===== src/rtl/fetch_controller_pkg.sv =====
// Shared types and constants for the instruction fetch front end.
// Holds the FSM state encoding, datapath widths and the PC step.
package fetch_controller_pkg;

  localparam int INSTR_W = 18;
  localparam int ADDR_W  = 18;
  localparam int ENTRY_W = ADDR_W + INSTR_W;

  localparam logic [ADDR_W-1:0] PC_INC = 18'd4;

  typedef enum logic [1:0] {
    IDLE,
    RUN,
    DRAIN,
    DONE
  } state_t;

  function automatic logic [ADDR_W-1:0] align_pc(input logic [ADDR_W-1:0] addr);
    return {addr[ADDR_W-1:2], 2'b00};
  endfunction

endpackage


===== src/rtl/fetch_controller_fetch_fifo.sv =====
// Two-entry fetch buffer holding {pc, instr} pairs between fetch and decode.
// Flush empties it in one cycle; a push into a full buffer only lands alongside a pop.
module fetch_fifo
  import fetch_controller_pkg::*;
#(
  parameter int WIDTH = ENTRY_W
) (
  input  logic             clk,
  input  logic             rst,
  input  logic             push,
  input  logic             pop,
  input  logic             flush,
  input  logic [WIDTH-1:0] din,
  output logic [WIDTH-1:0] dout,
  output logic             full,
  output logic             empty
);

  logic [WIDTH-1:0] mem [2];
  logic             rd_ptr;
  logic             wr_ptr;
  logic [1:0]       count;
  logic             do_push;
  logic             do_pop;

  assign full    = (count == 2'd2);
  assign empty   = (count == 2'd0);
  assign do_pop  = pop && !empty;
  assign do_push = push && (!full || do_pop);
  assign dout    = mem[rd_ptr];

  // Storage is cleared on reset so the head reads as zero until the first push.
  always_ff @(posedge clk) begin
    if (rst) begin
      for (int i = 0; i < 2; i++) begin
        mem[i] <= '0;
      end
      rd_ptr <= 1'b0;
      wr_ptr <= 1'b0;
      count  <= 2'd0;
    end else if (flush) begin
      rd_ptr <= 1'b0;
      wr_ptr <= 1'b0;
      count  <= 2'd0;
    end else begin
      if (do_push) begin
        mem[wr_ptr] <= din;
        wr_ptr      <= ~wr_ptr;
      end
      if (do_pop) begin
        rd_ptr <= ~rd_ptr;
      end
      case ({do_push, do_pop})
        2'b10:   count <= count + 2'd1;
        2'b01:   count <= count - 2'd1;
        default: count <= count;
      endcase
    end
  end

endmodule


===== src/rtl/fetch_controller.sv =====
// Instruction fetch controller: walks the PC through external instruction memory,
// buffers fetched words for decode, and handles redirects and end-of-memory drain.
module fetch_controller
  import fetch_controller_pkg::*;
#(
  parameter int                MEM_WORDS = 101,
  parameter logic [ADDR_W-1:0] RESET_PC  = 18'd0
) (
  input  logic                clk,
  input  logic                rst,
  input  logic                en,
  output logic [ADDR_W-1:0]   pc_addr,
  input  logic [INSTR_W-1:0]  instr_rd,
  output logic [INSTR_W-1:0]  if_instr,
  output logic [ADDR_W-1:0]   if_pc,
  output logic                if_valid,
  input  logic                id_ready,
  input  logic                redirect,
  input  logic [ADDR_W-1:0]   redirect_pc,
  output logic                halt
);

  localparam logic [16:0] WORD_LIMIT = 17'(MEM_WORDS);
  localparam logic [15:0] LAST_WORD  = 16'(MEM_WORDS - 1);

  state_t              state;
  logic [ADDR_W-1:0]   pc;
  logic                halt_q;
  logic [ADDR_W-1:0]   target;
  logic                target_ok;
  logic                push;
  logic                pop;
  logic                flush;
  logic                fifo_full;
  logic                fifo_empty;
  logic [ENTRY_W-1:0]  head;

  assign target    = align_pc(redirect_pc);
  assign target_ok = ({1'b0, target[ADDR_W-1:2]} < WORD_LIMIT);

  // Redirect wins over everything except reset; decode still owns a head it accepted.
  assign pop   = if_valid && id_ready;
  assign flush = redirect && (state != IDLE);
  assign push  = (state == RUN) && en && !redirect && (!fifo_full || pop);

  fetch_fifo #(
    .WIDTH(ENTRY_W)
  ) u_fifo (
    .clk  (clk),
    .rst  (rst),
    .push (push),
    .pop  (pop),
    .flush(flush),
    .din  ({pc, instr_rd}),
    .dout (head),
    .full (fifo_full),
    .empty(fifo_empty)
  );

  assign pc_addr  = pc;
  assign if_pc    = head[ENTRY_W-1:INSTR_W];
  assign if_instr = head[INSTR_W-1:0];
  assign if_valid = !fifo_empty;
  assign halt     = halt_q;

  // The end-of-memory test uses the word index of the PC being pushed, so the
  // PC stops one word past the last valid entry and never wraps.
  always_ff @(posedge clk) begin
    if (rst) begin
      state  <= IDLE;
      pc     <= align_pc(RESET_PC);
      halt_q <= 1'b0;
    end else if (flush) begin
      pc     <= target;
      state  <= target_ok ? RUN : DRAIN;
      halt_q <= 1'b0;
    end else begin
      case (state)
        IDLE: begin
          if (en) begin
            state <= RUN;
          end
        end
        RUN: begin
          if (push) begin
            pc <= pc + PC_INC;
            if (pc[ADDR_W-1:2] == LAST_WORD) begin
              state <= DRAIN;
            end
          end
        end
        DRAIN: begin
          if (fifo_empty) begin
            state  <= DONE;
            halt_q <= 1'b1;
          end
        end
        DONE: begin
          halt_q <= 1'b1;
        end
        default: begin
          state <= IDLE;
        end
      endcase
    end
  end

endmodule


===== config.mk =====
export PLATFORM = sky130hd
export DESIGN_NAME = fetch_controller
export DESIGN_NICKNAME = d
export VERILOG_FILES = /design/src/rtl/fetch_controller_pkg.sv /design/src/rtl/fetch_controller_fetch_fifo.sv /design/src/rtl/fetch_controller.sv
export SDC_FILE = /design/constraint.sdc
export NUM_CORES = 1
export LEC_CHECK = 0
export ABC_AREA = 1
export BUFFER_PORTS_ARGS = -buffer_cell sky130_fd_sc_hd__clkbuf_2
export CORE_MARGIN = 5
export CORE_UTILIZATION = 55
export CTS_CLUSTER_SIZE = 16
export DETAILED_ROUTE_END_ITERATION = 6
export GPL_TIMING_DRIVEN = 0
export PLACE_DENSITY = 0.86
export SLEW_MARGIN = 20
export SYNTH_ARGS = -nofsm -noshare
export SYNTH_HDL_FRONTEND = slang
export SYNTH_SLANG_ARGS = --single-unit

===== constraint.sdc =====
create_clock -name clk -period 3 [get_ports clk]
set_input_delay 0.45 -clock clk [delete_from_list [all_inputs] [get_ports clk]]
set_output_delay 0.45 -clock clk [all_outputs]
set_load 0.01 [all_outputs]

==> impl_metrics.ini, run 1 <==
[critical_path]
critPathKind = reg -> reg
slowest_delay_ns = 0.63
path_delay_family = simple AND/OR/NAND/NOR gates
cp.required_ns = 2.99
cp_cell_sequence = inv_1 > ha_1 > nor2_4 > nor2_1 > nand2_2 > buf_6 > nand2_2
endpoint_kind = flop
slowest_stage = nand2_2
cp_common_cell = nand2_2
cp_num_buf_inv = 2
cp.arrival_ns = 2.51
worstSetupStartpointType = flop
crit_fanout = 34

[power]
clockPowerShare = 0.236
power_frac_comb = 0.274
p_int_mw = 2.11
switching_share = 0.339
power_density_nw_per_um2 = 596
p_switching_mw = 1.08
peakVddDrop_mv = 0.575
pwr-share-seq = 0.490
p_leak_nw = 2.35
p_total_mw = 3.20

[detailed_routing]
vias_per_cell = 5.21
drtPass1Iterations = 5
drt-initial-drc-count = 255
vias = 3611
wl_per_cell_um = 15.2
drt_wl_total_mm = 10.5
drc = 0
ant_nets = 0

[synth]
synth.distinct_cells = 34
ys_warn_count = 0
synthSimpleGateAreaFrac = 0.190
synthXorXnorAreaFrac = 0.00572
yosys.area.top_type_share = 0.445
syn_avg_cell_area_um2 = 9.59
synthCells = 479
syn_area_um2 = 4590
post-synth-top-area-cell = edfxtp_1
synthTopCellsByArea = edfxtp_1 44%, dfxtp_1 10%, nor2_1 8.6%
synthAdderAreaFrac = 0.0218
synth_seq_cells = 92
synth_mux_area_frac = 0.0834
synth_seq_area_share = 0.549
synth_top_family_by_area = simple AND/OR/NAND/NOR gates
synth-compound-area-share = 0.0608

[grt]
grt_pass1_wl_mm = 17.1
grt_overflow = 0
grt_pass1_vias = 3567
grtUsageTotal = 0.216
antenna_found_initial = 0
grt_max_degree = 35

[timing]
timing.setup.tns_ns = 0
fin_skew_ns = 0.00908
fin_crit_ns = 2.52
tightest_slew_ns = 0.859
finalHoldViolations = 0
fin_ws_ns = 0.481
setup_viol_count_final = 0
drv_slew = 0
rsz0062_at_grt = no
max_clock_freq_mhz = 397
post-route-period-util = 0.840
slew_headroom = 0.425

[die]
fp.dieW_um = 101
num_rows = 33
io_pins = 97
core_area_um2 = 8180
die_h_um = 101
die_area_um2 = 10300
start_util = 0.562

[finish]
fin_util = 0.656
mostFrequentLayoutCells = 105 x nor2_1, 90 x clkbuf_2, 68 x edfxtp_1, 61 x inv_1, 59 x nand2_1
num_antenna_cells = 0
final_common_cell = nor2_1
drive_gt1_frac = 0.298
syn_to_final_growth_pct = 16.8
fill_cells = 653
fin_nets = 632

[placement]
gp_congestion = 0.918
place_ws_ns = 0.461
io_buffer_count = 90
hpwl_mm = 7.62

[clocking]
cts_buffer_depth = 2
clock-root-buffer = clkbuf_8
cts_tree = yes
cts_resized = 0
htreeDepth = 3
cts_setup_buffers = 0
cts.sinks = 92
cts_buffers = 9
postCtsHoldBufs = 0
clkLatencyLatePin_ns = 0.37
clk_pin_slew_ns = 0.09

[flow_run]
maxCapViolations = 0

[hold_path]
hold_path_class = in -> reg

[run_status]
status = completed
[cells by family (layout without fill, tap and decap cells)]
family                   Yosys count  count (layout)
flip-flops                        92              92
AO/OA/AOI/OAI                     51              51
AND/OR/NAND/NOR                  205             205
buffers and inverters             85             191
other                              1               4
multiplexers                      34              34
XOR/XNOR                           3               3
adder cells (fa/ha/maj)            8               8
[registers in the layout (all words and copies together) (netlist names), named ones only]
name           count
halt               1
pc_addr           16
state              2
u_fifo.count       2
u_fifo.mem        68
u_fifo.rd_ptr      1
u_fifo.wr_ptr      1
[Yosys cell counts (all sizes together)]
cell,n
a21oi,21
a22oi,1
a31oi,4
buf,17
clkbuf,2
clkinv,2
conb,1
dfxtp,24
edfxtp,68
ha,8
inv,64
mux2,34
nand2,65
nand3,20
nand4,3
nor2,110
nor3,4
o211ai,1
o21a,1
o21ai,17
o22ai,6
or2,3
xor2,3
[metrics by stage]
step                cells  area (µm²)  hold slack, ns
floorplan             482        4600           0.461
global placement      677        5180           0.468
detailed placement    677        5190           0.488
CTS                   693        5360           0.303
global route          693        5360           0.319
finish                693        5360           0.323
[area by class of cell]
type / instances / area (µm²) / share of cell area
well taps: 105 / 131 / 0.0245
multi-input cells: 305 / 1680 / 0.314
plain buffers: 19 / 155 / 0.0289
clock inverters: 7 / 50.0 / 0.00933
inverters: 66 / 248 / 0.0462
repair buffers: 90 / 450 / 0.0840
clock buffers: 9 / 124 / 0.0231
flip-flops and latches: 92 / 2520 / 0.470
[power groups by stage]
stage          combinational (mW)  clock (mW)  sequential, mW
6_report                    0.877       0.755            1.57
5_1_grt                     0.976       0.833            1.58
4_1_cts                     0.878       0.771            1.56
3_5_place_dp                0.869           0            1.59
3_3_place_gp                0.836           0            1.59
2_1_floorplan               0.578           0            1.59
[metal layers]
metal | share of wire | up-vias | GRT usage
met5 | 0 | - | 0
li1 | - | 1769 | -
met4 | 0.014 | 0 | 0.0532
met3 | 0.072 | 13 | 0.0448
met1 | 0.41 | 1695 | 0.289
met2 | 0.51 | 134 | 0.363
[final timing paths]
check,from,end,slack [ns],depth (start not counted)
worst max-delay path,state[1],u_fifo.mem[0][11],0.48,7
worst min-delay path,rst,pc_addr[7],0.32,2
worst max register to register,state[1],u_fifo.mem[0][11],0.48,7
worst min register to register,u_fifo.rd_ptr,u_fifo.rd_ptr,0.50,2
Power figures use the tool's default switching activity.
==> inputs of run 2 (changes only) <==
--- a/config.mk
+++ b/config.mk
@@ -8,11 +8,11 @@
 export ABC_AREA = 1
 export BUFFER_PORTS_ARGS = -buffer_cell sky130_fd_sc_hd__clkbuf_2
 export CORE_MARGIN = 5
-export CORE_UTILIZATION = 55
+export CORE_UTILIZATION = 49
 export CTS_CLUSTER_SIZE = 16
 export DETAILED_ROUTE_END_ITERATION = 6
 export GPL_TIMING_DRIVEN = 0
-export PLACE_DENSITY = 0.86
+export PLACE_DENSITY = 0.82
 export SLEW_MARGIN = 20
 export SYNTH_ARGS = -nofsm -noshare
 export SYNTH_HDL_FRONTEND = slang
==> constraint.sdc (replaced) <==
create_clock -name clk -period 2.2 [get_ports clk]
set_input_delay 0.33 -clock clk [delete_from_list [all_inputs] [get_ports clk]]
set_output_delay 0.33 -clock clk [all_outputs]
set_load 0.01 [all_outputs]
==> run 2 against run 1 <==
Against the previous run: combinational power is 35% higher; power is 38% higher; maximum frequency is 24% higher; setup slack worse by 0.31 ns; via count is 0.30% lower; sequential power is 36% higher; global-route usage is 3.0 points lower; first-iteration DRC count is 29% lower; largest cell class unchanged; critical endpoint is now u_fifo.mem[1][1]; clock-buffer cell count is 1 higher; die area is 11% higher; design area is 1.0% higher.
==> impl_metrics.ini, run 2 (synthesis results as in run 1) <==
[detailed_routing]
drt_wl_total_mm = 10.1
drc = 0
vias = 3600
ant_nets = 0
wl_per_cell_um = 14.4
drt-initial-drc-count = 181
drtPass1Iterations = 5
vias_per_cell = 5.16

[finish]
top_register = u_fifo.mem
drive_gt1_frac = 0.298
final_area_um2 = 5420
largest_reg_flops = 68
finalNonFillerCells = 698
fin_nets = 631
num_antenna_cells = 0
final_common_cell = nor2_1
syn_to_final_growth_pct = 18.0
mostFrequentLayoutCells = 104 x nor2_1, 90 x clkbuf_2, 68 x edfxtp_1, 61 x inv_1, 59 x nand2_1

[clocking]
postCtsHoldBufs = 0
clkLatencyLatePin_ns = 0.35
clk_pin_slew_ns = 0.09
cts_buffer_depth = 2
cts.sinks = 92
htreeDepth = 3
cts_setup_buffers = 0
cts_tree = yes
clock-root-buffer = clkbuf_8
cts_buffers = 9

[placement]
dp_cells = 683
io_buffer_count = 90
gp_congestion = 0.903
hpwl_mm = 7.36
postPlaceCellArea_um2 = 5200

[hold_path]
hold_path_class = in -> reg
whs_endpoint = pc_addr[7]
min_path_cells = 2
hp-start = rst

[die]
core_area_um2 = 9200
io_pins = 97
start_util = 0.499
num_rows = 35
fp.dieW_um = 107
die_area_um2 = 11400
die_h_um = 107

[timing]
tightest_slew_ns = 0.547
max_clock_freq_mhz = 493
fin_skew_ns = 0.00884
setup_viol_count_final = 0
slew_headroom = 0.635
fin_crit_ns = 2.03
rsz0062_at_grt = no
drv_slew = 0
post-route-period-util = 0.922
finalHoldViolations = 0

[critical_path]
reg2reg_to = u_fifo.mem[1][1]
r2r_slack_ns = 0.17
crit_fanout = 34
cp.required_ns = 2.22
reg2reg_depth = 9
r2r-start = state[1]
critPathKind = reg -> reg
endpoint_kind = flop
cp.arrival_ns = 2.05
worstSetupStartpointType = flop

[grt]
grtUsageTotal = 0.186
grt_overflow = 0
grt_max_degree = 35
grt_pass1_vias = 3559
antenna_found_initial = 0
grt_pass1_wl_mm = 16.8

[power]
power_density_nw_per_um2 = 817
p_leak_nw = 2.37
p_total_mw = 4.43
peakVddDrop_mv = 0.459

[run_status]
status = completed

[flow_run]
maxCapViolations = 0
run 2: cell types whose count changed in the layout (fill, tap and decap cells not counted):
cell	before	now
inv_6	2	1
nand2_2	4	2
nor2_2	3	4
nor2_1	105	104
buf_2	4	3
clkinvlp_4	2	1
bufinv_16	0	1
nand2_8	0	2
clkbuf_4	0	1
run 2: area by class of cell:
type                       instances  area (µm²)
buffer                            18         154
clock buffer                      10         128
clock inverter                     6        63.8
fill                             781        3780
inverter                          66         248
multi-input combinational        305        1710
sequential                        92        2520
tap                              111         139
timing repair buffer              90         450
run 2: worst max-delay path by stage:
stage / from / endpoint / slack [ns] / cells past startpoint
final: state[1] / u_fifo.mem[1][1] / 0.17 / 9
after floorplan: state[1] / u_fifo.mem[0][0] / 0.17 / 9
after CTS: flop / if_pc[9] / 0.02 / 4
after global routing: state[1] / u_fifo.mem[1][11] / 0.008 / 9
after global placement: state[0] / u_fifo.mem[0][6] / -0.27 / 7
after detailed placement: state[0] / u_fifo.mem[0][6] / -0.30 / 7
run 2: power by group:
group | internal, mW | switching [mW]
Sequential | 2.01 | 0.125
Clock | 0.527 | 0.586
Combinational | 0.455 | 0.723
run 2: critical path, stage by stage (launching register included):
cell	delay, ns
dfxtp_1	0.34
inv_1	0.12
ha_1	0.19
nand2_1	0.06
nor2_2	0.12
nand2_4	0.12
inv_2	0.14
nand3_4	0.16
buf_6	0.20
nand2_8	0.23
run 2: per-layer routing:
metal,GRT usage,up-vias,routed length (µm)
met5,0,-,0
met4,0.0575,0,223
met3,0.0397,20,709
met2,0.310,141,4840
met1,0.244,1669,4310
li1,-,1770,-
run 2: timing repair:
item,in CTS,in global routing
resized for setup,4,2
hold endpoints to repair,0,0
setup endpoints to repair,68,64
run 2: through the flow:
step / hold slack [ns] / TNS [ns] / utilization / setup slack (ns)
3_5_place_dp: 0.486 / -18.88 / 0.565 / -0.301
5_1_grt: 0.236 / 0 / 0.589 / 0.00782
2_1_floorplan: 0.399 / 0 / - / 0.170
6_report: 0.226 / 0 / 0.589 / 0.171
3_3_place_gp: 0.468 / -16.23 / 0.565 / -0.265
4_1_cts: 0.195 / 0 / 0.589 / 0.0222
==> inputs of run 3 (changes only) <==
--- a/config.mk
+++ b/config.mk
@@ -13,6 +13,7 @@
 export DETAILED_ROUTE_END_ITERATION = 6
 export GPL_TIMING_DRIVEN = 0
 export PLACE_DENSITY = 0.82
+export SETUP_SLACK_MARGIN = 0.3
 export SLEW_MARGIN = 20
 export SYNTH_ARGS = -nofsm -noshare
 export SYNTH_HDL_FRONTEND = slang
==> run 3 against run 2 <==
Against the previous run: sequential cell count stayed put; clock-buffer cell count is 1 lower; routed wire length is 5.3% higher; die area stayed put; via count is 2.2% higher; critical path type is now reg -> out; maximum frequency is 9.8% higher; utilization is 1.7 points higher; setup slack better by 0.18 ns; sequential power hardly changed.
==> impl_metrics.ini, run 3 (synthesis results as in run 1) <==
[clocking]
cts_buffer_depth = 2
clk_pin_slew_ns = 0.09
clkLatencyLatePin_ns = 0.36
postCtsHoldBufs = 0
cts_buffers = 9
htreeDepth = 3
cts.sinks = 92
clock-root-buffer = clkbuf_8
cts_tree = yes

[power]
power_density_nw_per_um2 = 795
p_leak_nw = 2.43
p_total_mw = 4.43
peakVddDrop_mv = 0.547

[finish]
fill_cells = 774
largest_reg_flops = 68
top_register = u_fifo.mem
fin_util = 0.606
final_common_cell = nor2_1
num_antenna_cells = 0
syn_to_final_growth_pct = 21.4
drive_gt1_frac = 0.324
fin_nets = 642
mostFrequentLayoutCells = 104 x nor2_1, 90 x clkbuf_2, 68 x edfxtp_1, 60 x inv_1, 59 x nand2_1

[hold_path]
hold_path_class = in -> reg
hp-start = redirect_pc[2]
min_path_cells = 3
whs_endpoint = pc_addr[2]

[detailed_routing]
drt_wl_total_mm = 10.6
ant_nets = 0
drt-initial-drc-count = 175
vias = 3680
wl_per_cell_um = 15.0
drc = 0
drtPass1Iterations = 5
vias_per_cell = 5.19

[die]
fp.dieW_um = 107
num_rows = 35
core_area_um2 = 9200
die_area_um2 = 11400
io_pins = 97
die_h_um = 107
start_util = 0.499

[timing]
fin_ws_ns = 0.353
max_clock_freq_mhz = 541
rsz0062_at_grt = no
post-route-period-util = 0.840
setup_viol_count_final = 0
tightest_slew_ns = 0.561
fin_crit_ns = 1.85
finalHoldViolations = 0
drv_slew = 0
fin_skew_ns = 0.0109
slew_headroom = 0.626

[grt]
grtUsageTotal = 0.194
grt_overflow = 0
grt_max_degree = 18
grt_pass1_wl_mm = 17.3
grt_pass1_vias = 3575
antenna_found_initial = 0

[placement]
io_buffer_count = 90
gp_congestion = 0.894
place_ws_ns = -0.0707
hpwl_mm = 7.49

[critical_path]
cp_num_buf_inv = 3
cp.arrival_ns = 1.52
slowest_stage = mux2_2
r2r-start = state[1]
cp_cell_sequence = clkbuf_4 > buf_6 > mux2_2 > clkbuf_2
r2r_slack_ns = 0.41
slowest_delay_ns = 0.37
endpoint_kind = output pin
crit_fanout = 10
reg2reg_depth = 12
critPathKind = reg -> out
worstSetupStartpointType = flop
path_delay_family = buffers and inverters
reg2reg_to = state[0]
cp.required_ns = 1.87

[flow_run]
maxCapViolations = 0

[run_status]
status = completed
==> run 3: area by class of cell <==
class | instances | area, µm² | area share
buffer | 19 | 181 | 0.0326
clock buffer | 9 | 124 | 0.0222
clock inverter | 7 | 50.0 | 0.00898
inverter | 66 | 251 | 0.0451
multi-input combinational | 307 | 1790 | 0.321
sequential | 92 | 2530 | 0.454
tap | 111 | 139 | 0.0249
timing repair buffer | 98 | 510 | 0.0916
==> run 3: repair_timing <==
action | CTS | global route
buffers inserted | 3 | 5
endpoints found under the setup margin | 99 | 79
cloned | 2 | 0
pin swaps | 2 | 3
gates resized for setup | 20 | 8
==> run 3: layer usage <==
metal | routed length [µm] | global-route usage | vias up
met1 | 4570 | 0.253 | 1738
met4 | 195 | 0.0603 | 0
met3 | 673 | 0.0307 | 13
met2 | 5180 | 0.330 | 140
li1 | - | - | 1789
met5 | 0 | 0 | -
==> run 3: how the worst max path moves through the flow <==
| stage | start | end | slack (ns) | cells after the start |
|---|---|---|---|---|
| detailed placement | state[1] | u_fifo.mem[0][8] | -0.07 | 7 |
| floorplan | state[1] | u_fifo.mem[0][0] | 0.37 | 9 |
| finish | flop | if_pc[5] | 0.35 | 4 |
| CTS | state[0] | u_fifo.mem[0][3] | 0.28 | 7 |
| global route | flop | if_pc[5] | 0.30 | 4 |
| global placement | state[0] | u_fifo.mem[0][8] | -0.02 | 7 |
==> run 3: through the flow <==
| step | hold WS, ns | cell area, µm² | setup TNS (ns) | cells |
|---|---|---|---|---|
| global placement | 0.468 | 5210 | -0.514 | 683 |
| CTS | 0.210 | 5510 | 0 | 704 |
| global route | 0.244 | 5570 | 0 | 709 |
| floorplan | 0.399 | 4620 | 0 | 482 |
| finish | 0.227 | 5570 | 0 | 709 |
| detailed placement | 0.475 | 5210 | -2.58 | 683 |
==> run 3: worst register-to-register path: stages, from the launching register on <==
cell and delay [ns]:
dfxtp_4 0.37, inv_4 0.07, ha_2 0.17, nand2_1 0.06, nor2_2 0.12, nand2_4 0.10
buf_4 0.14, buf_4 0.15, a21oi_1 0.16, nand3_2 0.14, nand2_1 0.08, nand2_1 0.06
nor2_1 0.11
==> run 3: power breakdown <==
| part | internal (mW) | total [mW] | leakage [nW] | switching, mW |
|---|---|---|---|---|
| clock network | 0.415 | 1.03 | 0.0853 | 0.611 |
| registers | 2.02 | 2.14 | 0.900 | 0.126 |
| logic | 0.492 | 1.26 | 1.45 | 0.768 |
| total | 2.92 | 4.43 | 2.43 | 1.51 |
